`src/rtl/scalable_vec_driver.sv`:
```
// scalable_vec_driver: LFSR operand source and MISR result reader for a 5-bit combinational datapath
// Ports: clk, rst_n (async active-low); start/abort run control; res = DUT result;
//        op_a/op_b = registered LFSR operands; busy (RUN), done (DONE); sig = MISR signature;
//        vec_cnt = vectors captured in the current or last run.
module scalable_vec_driver #(
  parameter int          N_VECTORS = 16,
  parameter int          SETTLE    = 1,
  parameter logic [4:0]  SEED_A    = 5'h01,
  parameter logic [4:0]  SEED_B    = 5'h1F
) (
  input  logic       clk,
  input  logic       rst_n,
  input  logic       start,
  input  logic       abort,
  input  logic [4:0] res,
  output logic [4:0] op_a,
  output logic [4:0] op_b,
  output logic       busy,
  output logic       done,
  output logic [4:0] sig,
  output logic [7:0] vec_cnt
);
  localparam logic [1:0] IDLE = 2'd0;
  localparam logic [1:0] RUN  = 2'd1;
  localparam logic [1:0] DONE = 2'd2;
  // an all-zero seed would lock the LFSR at zero
  localparam logic [4:0] SA   = (SEED_A == 5'd0) ? 5'h01 : SEED_A;
  localparam logic [4:0] SB   = (SEED_B == 5'd0) ? 5'h01 : SEED_B;
  localparam logic [2:0] SW   = 3'(SETTLE);
  localparam logic [7:0] LAST = 8'(N_VECTORS - 1);

  logic [1:0] state_q, state_d;
  logic [4:0] op_a_q, op_a_d, op_b_q, op_b_d, sig_q, sig_d;
  logic [7:0] vec_cnt_q, vec_cnt_d;
  logic [2:0] wait_q, wait_d;

  always_comb begin
    state_d   = state_q;
    op_a_d    = op_a_q;
    op_b_d    = op_b_q;
    sig_d     = sig_q;
    vec_cnt_d = vec_cnt_q;
    wait_d    = wait_q;
    if ((state_q == IDLE || state_q == DONE) && start) begin
      state_d   = RUN;
      op_a_d    = SA;
      op_b_d    = SB;
      sig_d     = 5'd0;
      vec_cnt_d = 8'd0;
      wait_d    = SW;
    end else if (state_q == RUN) begin
      if (abort) state_d = IDLE;
      else if (wait_q != 3'd0) wait_d = wait_q - 3'd1;
      else begin
        sig_d     = {sig_q[3:0], sig_q[4] ^ sig_q[2]} ^ res;
        op_a_d    = {op_a_q[3:0], op_a_q[4] ^ op_a_q[2]};
        op_b_d    = {op_b_q[3:0], op_b_q[4] ^ op_b_q[2]};
        vec_cnt_d = vec_cnt_q + 8'd1;
        wait_d    = SW;
        state_d   = (vec_cnt_q == LAST) ? DONE : RUN;
      end
    end else if (state_q == 2'd3) state_d = IDLE;
  end

  always_ff @(posedge clk or negedge rst_n) begin
    if (!rst_n) begin
      state_q   <= IDLE;
      op_a_q    <= SA;
      op_b_q    <= SB;
      sig_q     <= 5'd0;
      vec_cnt_q <= 8'd0;
      wait_q    <= 3'd0;
    end else begin
      state_q   <= state_d;
      op_a_q    <= op_a_d;
      op_b_q    <= op_b_d;
      sig_q     <= sig_d;
      vec_cnt_q <= vec_cnt_d;
      wait_q    <= wait_d;
    end
  end

  assign op_a    = op_a_q;
  assign op_b    = op_b_q;
  assign busy    = (state_q == RUN);
  assign done    = (state_q == DONE);
  assign sig     = sig_q;
  assign vec_cnt = vec_cnt_q;
endmodule

```
`config.mk`:
```
export PLATFORM = sky130hd
export DESIGN_NAME = scalable_vec_driver
export DESIGN_NICKNAME = d
export VERILOG_FILES = /design/src/rtl/scalable_vec_driver.sv
export SDC_FILE = /design/constraint.sdc
export NUM_CORES = 1
export LEC_CHECK = 0
export BUFFER_PORTS_ARGS = -buffer_cell sky130_fd_sc_hd__buf_2
export CORE_MARGIN = 2
export CORE_UTILIZATION = 56
export DETAILED_ROUTE_END_ITERATION = 8
export PLACE_DENSITY = 0.84
export SLEW_MARGIN = 30
export SYNTH_ARGS = -nofsm -noshare
export SYNTH_HDL_FRONTEND = slang
export SYNTH_SLANG_ARGS = --single-unit
```
`constraint.sdc`:
```
create_clock -name clk -period 2.9 [get_ports clk]
set_input_delay 0.29 -clock clk [delete_from_list [all_inputs] [get_ports clk]]
set_output_delay 0.29 -clock clk [all_outputs]
set_load 0.01 [all_outputs]
```
== Word level (Yosys, flattened, before mapping) ==
Cells that the tools add are included.
Storage, ports and cells
  register bits: 28
  input port bits: 9
  output and inout bits: 25
  word-level logic and storage cells: 54
Operators by class
  add/sub/neg operators: 2
  equality and inequality tests: 7
  muxes and demuxes: 26
  bitwise operators: 4
  reductions and logical operators: 9
Operators by type and width (count)
  $mux W5: 12
  $mux W8: 4
  $mux W2: 6
  $mux W3: 4
  $add A8 B1 Y8 const B: 1
  $eq A8 B4 Y1 const B: 1
  $reduce_bool A3 Y1: 2
  $xor A5 B5 Y5: 1
  $eq A2 B2 Y1 const B: 2
  $ne A4 B4 Y1 const B: 1
  $reduce_and A2 Y1: 2
  $reduce_and A3 Y1: 1
  $sub A3 B1 Y3 const B: 1
  $xor A1 B1 Y1: 3
  $eq A2 B1 Y1 const B: 1
  $logic_not A2 Y1: 1
  $ne A2 B1 Y1 const B: 1
  $ne A2 B2 Y1 const B: 1
  $reduce_bool A2 Y1: 1
  $logic_and A1 B1 Y1: 1
  $logic_or A1 B1 Y1: 1

== Logic depth before layout (Yosys ltp) ==
Gate-level depths: netlist of the first run.
  word-level depth: 6
  depth in mapped cells: 8
  depth with buffers taken out: 6

== Worst setup path before layout of the first run ==
Ideal clock, no wire load.
  path kind: register to register
  start point: register wait_q[0]
  end point: register vec_cnt_q[6], in the netlist vec_cnt[6]
  data arrival time: 1.639 ns
  slack: 1.121 ns
  stages on the path, launching flop included: 8
  path buffers: 1
  period minus slack after synthesis: 1.779 ns
  cells stage by stage: dfrtp_1 > or2_2 > inv_1 > ha_1 > nand4bb_1 > buf_2 > o311ai_0 > o41ai_1
Between the ends
  cells in the longest elaborated chain, start to end: 3
RTL lines
  start, declared: line 35  | logic [2:0] wait_q, wait_d;
  start signal, assigned: line 79  | wait_q <= wait_d;
  $reduce_bool A3 Y1: line 53  | else if (wait_q != 3'd0) wait_d = wait_q - 3'd1;
  $ne A2 B2 Y1 (no source line)
  $reduce_and A3 Y1 (no source line)
  end signal, assigned: line 78  | vec_cnt_q <= vec_cnt_d;
  end, declared: line 34  | logic [7:0] vec_cnt_q, vec_cnt_d;
No other way between the ends.
A chain may end at the register's enable or synchronous reset.

== Worst setup path in the final report of the first run ==
Ends and elaborated chain as after synthesis.

==> flow_summary_export.csv, run 1 <==
group,metric,value,unit
setup_path,cpLargestDelayFamily,"simple AND/OR/NAND/NOR gates",
sta,final.min_clock_period,2293,ps
clocking,numCtsBuffers,3,
clocking,cts_hold_buf,1,
clocking,clkSinkCount,28,
sta,worst_pin_slew,954.6,ps
synthesis,synth_area_leader_cell,"dfrtp_1",
grt,overflow,0,
finish,fin_nets,182,
setup_path,crit_path_top_delay_cell,"and4bb_1",
setup_path,slowest_delay,580,ps
setup_path,cp_num_buf_inv,1,
synthesis,synth_fp_nets,150,
drt,firstDrtPassIters,4,
place,dp_hpwl,2.092,mm
hold_path,worstHoldPathType,"in2reg",
drt,wl_per_cell,15.34,um
sta,slew_viol_final,0,
synthesis,synth_area_leaders,"dfrtp_1 (39%), dfstp_2 (11%), nand3_1 (6.1%)",
place,dp_slack,634.9,ps
place,place_congestion,0.8139,
setup_path,cp.arrival,2530,ps
sta,finalHoldViolCount,0,
status,status,"finished clean",
finish,antenna_cells,0,
finish,area_growth,16.79,%
sta,finalClockSkew,5.679,ps
clocking,cts_setup_buffers,0,
synthesis,synth.cell_area,0.001401,mm2
setup_path,cp-end-kind,"flop",
drt,drc,0,
synthesis,synthTopCellsByCount,"dfrtp_1 (22), nand3_1 (17), nand2_1 (10)",
clocking,h-tree-depth,1,
sta,rsz0062_at_grt,"false",
sta,tns,0,ps
drt,num_vias,1191,
drt,finalWirelength,3.052,mm
die,dieArea,0.002919,mm2
setup_path,crit_path_max_fanout,16,
sta,slew_headroom,0.3636,
setup_path,critPathKind,"reg2reg",
synthesis,ys_types,36,
synthesis,synth_top_area_share,0.3929,
synthesis,syn-instance-count,138,
sta,setup_viol,0,
drt,drt_iter0_markers,30,
synthesis,yosysMostFrequentCell,"dfrtp_1",
drt,viasPerCell,5.985,
power,p_leak,0.8161,nW
grt,grt_pass1_wl,4.885,mm
synthesis,synth_top_flop_cell,"dfrtp_1",
synthesis,async_reset_ff_frac,1.000,
place,place.port_buffers,33,
finish,drive_gt1_frac,0.2840,
die,initial_core_util,0.5761,
run,drv_cap,0,
power,power_density,592.3,mW/mm2
drt,antenna_left,0,
grt,track_usage,0.2335,
clocking,cts_root_buf,"clkbuf_4",
clocking,clk_latency,330,ps
sta,period_share,0.7908,
setup_path,cp_data_required_time,3130,ps
sta,fmax,436.1,MHz
synthesis,synth-edff-count,0,
sta,setup_ws,606.7,ps
synthesis,yosysSeqAreaShare,0.5054,
die,chipHeight,54.03,um
synthesis,syn_avg_cell_area,10.15,um2
clocking,cts_resized,0,
grt,antenna_found_initial,0,
grt,grt_pass1_vias,1030,
clocking,cts_buffer_depth,2,
die,rows,18,
clocking,cts_tree,"yes",
synthesis,ys_warn_count,0,
die,chipWidth,54.03,um
die,ioPinCount,34,
setup_path,start_kind,"flop",
power,peakVddDrop,0.3625,mV
clocking,clk_pin_slew,150,ps
synthesis,ys_ff_latch,28,
die,core,0.002432,mm2
setup_path,crit_path_cell_trace,"or2_2, inv_1, ha_1, and4bb_1, nor2_2, o41ai_1",
grt,grt_max_degree,29,
## where the power goes
group | internal [W] | switching (W) | total [W]
combinational | 0.0000961 | 0.000123 | 0.000219
clock | 0.000140 | 0.000118 | 0.000258
sequential | 0.000449 | 0.0000433 | 0.000492
## worst min-delay path: stages
cell and delay (ps):
buf_2 80, xnor2_1 100, o21ai_0 70
## final timing paths
| check | from | to | slack [ps] | cells after the start |
|---|---|---|---|---|
| setup / recovery | wait_q[0] | vec_cnt[6] | 610 | 6 |
| hold / removal | res[3] | sig[3] | 230 | 3 |
| setup reg to reg | wait_q[0] | vec_cnt[6] | 610 | 6 |
| hold reg to reg | op_b[4] | op_b[4] | 490 | 2 |
| max in group asynchronous | rst_n | wait_q[0] | 2020 | 2 |
| min in group asynchronous | rst_n | vec_cnt[1] | 480 | 2 |
## final cells by class
class                      instances  area, um2
clock inverter                     1      30.03
inverter                           5      18.77
tap                               30      37.54
sequential                        28      708.2
clock buffer                       3      22.52
fill                             200      795.8
multi-input combinational         96      629.4
timing repair buffer              36      190.2
## cell families (layout without fill, tap and decap cells)
kind of cell	count (synthesis)	in the layout	synth area share
and+or+nand+nor	55	55	0.2232
DFF	28	28	0.5054
AOI/OAI and AO/OA	28	28	0.1357
muxes	1	1	0.007143
adders and majority gates	3	3	0.02679
buffers and inverters	14	45	0.04553
xor gates and xnor gates	9	9	0.05625
## sequential cells by signal, indices dropped and copies added, names as in the netlist
signal and flops:
vec_cnt 8, op_a 5, state_q 2, sig 5, op_b 5, wait_q 3
## metrics by stage
stage,hold slack [ps],util,area [um2],total power (W),instances
2_1_floorplan,-5.591,-,1401,0.0006380,138
3_3_place_gp,328.5,0.6471,1574,0.0007069,194
3_5_place_dp,340.8,0.6471,1574,0.0007185,194
4_1_cts,227.1,0.6728,1637,0.0009769,199
5_1_grt,241.1,0.6728,1637,0.001022,199
6_report,226.2,0.6728,1637,0.0009694,199
## layout by cell type, fill, tap and decap left out, types with 2 or more instances in the layout
cell,Yosys,layout
inv_1,5,5
ha_1,3,3
a21oi_1,2,2
o21ai_0,8,8
clkbuf_4,0,3
nor2b_1,4,4
a21o_1,4,4
xnor2_1,9,9
nand2b_1,4,4
nand3_1,17,17
o41ai_1,4,4
buf_2,6,33
nor2_1,2,2
dfstp_2,6,6
o211ai_1,3,3
nor3_1,6,6
dfrtp_1,22,22
o311ai_0,3,3
nand2_1,10,10
a31oi_1,2,2
buf_4,1,2
or4_1,2,2
## metal layers
layer,wire length (um),track usage
met1,1311,0.3232
met4,58,0.1000
met3,166,0.02500
met2,1516,0.3720
met5,0,0
Power figures use the tool's default switching activity.
==> run 2, diff against run 1 <==
- CORE_UTILIZATION: 56 -> 47
- PLACE_DENSITY: 0.84 -> 0.75
- clock period: 2.9 -> 2.02 ns (I/O delays scaled with it)
==> run 2 against run 1 <==
Effect of this change:
- clock skew decreased by 4.5 ps
- sequential power increased by 44%
- critical path type unchanged
- clock-buffer cell count unchanged
- the run now ends with design-rule violations left
- final area increased by 3.1%
- largest cell class unchanged
- critical path depth unchanged
- maximum frequency increased by 20%
- core utilization decreased by 7.2 points
- first-iteration DRC count increased by 110%
- non-clock buffer count increased by 4
- sequential share of layout area decreased by 1.3 points
==> flow_summary_export.csv, run 2 (synthesized netlist as in run 1, its figures left out) <==
group,metric,value,unit
die,chipHeight,58.61,um
drt,antenna_left,0,
sta,worst_pin_slew,627.8,ps
finish,area_growth,20.36,%
clocking,cts_buffer_depth,2,
setup_path,start_kind,"flop",
setup_path,cpLargestDelayFamily,"simple AND/OR/NAND/NOR gates",
drt,num_vias,1189,
power,sw_frac_of_total,0.2915,
place,place_congestion,0.8161,
drt,wl_per_cell,14.46,um
setup_path,cp-end-kind,"flop",
die,core,0.002805,mm2
sta,final.min_clock_period,1908,ps
finish,largest_register_ffs,8,
grt,grt_max_degree,29,
power,power_frac_seq,0.501,
setup_path,cp.arrival,2110,ps
die,dieArea,0.003435,mm2
power,power_density,835.8,mW/mm2
place,place.port_buffers,33,
grt,grt_pass1_vias,1124,
place,place_area,0.001598,mm2
grt,antenna_found_initial,0,
sta,tns,0,ps
power,p_leak,0.8348,nW
grt,track_usage,0.1910,
sta,setup_viol,0,
status,violations,"design-rule violations",
power,pwr-share-clk,0.259,
die,chipWidth,58.61,um
place,dp.cells,198,
status,status,"finished with violations",
die,rows,19,
drt,viasPerCell,5.828,
finish,antenna_cells,0,
clocking,clk_latency,320,ps
drt,drt_iter0_markers,62,
grt,grt_pass1_wl,5.037,mm
setup_path,crit_path_top_delay_cell,"or4b_1",
sta,period_share,0.9445,
clocking,clkSinkCount,28,
setup_path,ff2ff_path_depth,6,
sta,finalHoldViolCount,0,
clocking,h-tree-depth,1,
power,p_sw,0.0004109,W
setup_path,cp_data_required_time,2220,ps
grt,overflow,0,
finish,layout_commonest_cell,"buf_2",
power,peakVddDrop,0.4723,mV
power,intPower,0.0009988,W
clocking,clk_pin_slew,150,ps
clocking,cts_root_buf,"clkbuf_4",
sta,fmax,524.1,MHz
setup_path,path_depth,6,
setup_path,crit_path_max_fanout,4,
die,ioPinCount,34,
finish,stdcell_area,0.001687,mm2
setup_path,crit_path_cell_trace,"or2_2, inv_1, ha_2, or4b_1, nor3_1, o21ai_1",
drt,finalWirelength,2.950,mm
sta,slew_viol_final,0,
finish,fin_nets,186,
finish,fillers,238,
hold_path,min_path_cells,3,
sta,slew_headroom,0.5815,
setup_path,cp_num_buf_inv,1,
setup_path,slowest_delay,490,ps
finish,drive_gt1_frac,0.3121,
clocking,numCtsBuffers,3,
drt,firstDrtPassIters,6,
drt,drc,1,
hold_path,worstHoldPathType,"in2reg",
finish,fin_cells,204,
sta,rsz0062_at_grt,"false",
sta,finalClockSkew,1.181,ps
finish,final_cell_mix,"buf_2 (33), dfrtp_1 (22), nand3_1 (17)",
clocking,cts_tree,"yes",
run,drv_cap,0,
place,dp_hpwl,2.089,mm
power,p_comb_frac,0.239,
die,initial_core_util,0.4996,
setup_path,critPathKind,"reg2reg",
## run 2: power groups by stage
stage	Clock (W)	Combinational, W	Sequential [W]
2_1_floorplan	0	0.000180	0.000736
3_3_place_gp	0	0.000312	0.000712
3_5_place_dp	0	0.000323	0.000716
4_1_cts	0.000376	0.000328	0.000707
5_1_grt	0.000401	0.000377	0.000718
6_report	0.000366	0.000337	0.000707
## run 2: layout make-up
| type | instances | area [um2] | share of cell area |
|---|---|---|---|
| clock buffers | 3 | 22.52 | 0.01335 |
| clock inverters | 1 | 30.03 | 0.01780 |
| inverters | 5 | 18.77 | 0.01113 |
| well taps | 31 | 38.79 | 0.02300 |
| flip-flops and latches | 28 | 708.2 | 0.4199 |
| repair buffers | 40 | 220.2 | 0.1306 |
| multi-input cells | 96 | 648.1 | 0.3843 |
## run 2: worst register-to-register path, delay by kind of cell, from the launching register on
kind                       cells  cell delay [ps]
buffers and inverters          1               60
adders and majority gates      1              210
AOI/OAI and AO/OA              1              100
and+or+nand+nor                3              970
DFF                            1              440
## run 2: routing by layer
| metal | vias to the layer above | GRT usage | share of wire |
|---|---|---|---|
| met1 | 582 | 0.2575 | 0.45 |
| met3 | 4 | 0.01978 | 0.039 |
| li1 | 567 | - | - |
| met4 | 0 | 0.09740 | 0.0092 |
| met2 | 36 | 0.3066 | 0.50 |
| met5 | - | 0 | 0 |
## run 2: metrics by stage
| step | setup slack [ps] | hold slack [ps] | total power, W | util |
|---|---|---|---|---|
| floorplan | 241.1 | -93.59 | 0.0009159 | - |
| global placement | 103.5 | 246.9 | 0.001023 | 0.5696 |
| detailed placement | 27.59 | 251.1 | 0.001039 | 0.5696 |
| CTS | 66.54 | 136.8 | 0.001411 | 0.5937 |
| global route | 8.879 | 149.6 | 0.001496 | 0.6012 |
| finish | 112.0 | 146.1 | 0.001410 | 0.6012 |
## run 2: repair_timing
action | in CTS | in global routing
setup endpoints to repair | 1 | 6
setup buffers | 0 | 1
hold buffers | 1 | 0
hold endpoints to repair | 22 | 0
gates resized for setup | 1 | 4
## run 2: path summary, 6_finish.rpt
path / from / to / slack, ps
max in group asynchronous: rst_n / op_a[4] / 1210
max: wait_q[0] / state_q[0] / 110
max reg2reg: wait_q[0] / state_q[0] / 110
min: start / state_q[1] / 150
min in group asynchronous: rst_n / vec_cnt[4] / 410
min reg2reg: op_b[4] / op_b[4] / 500
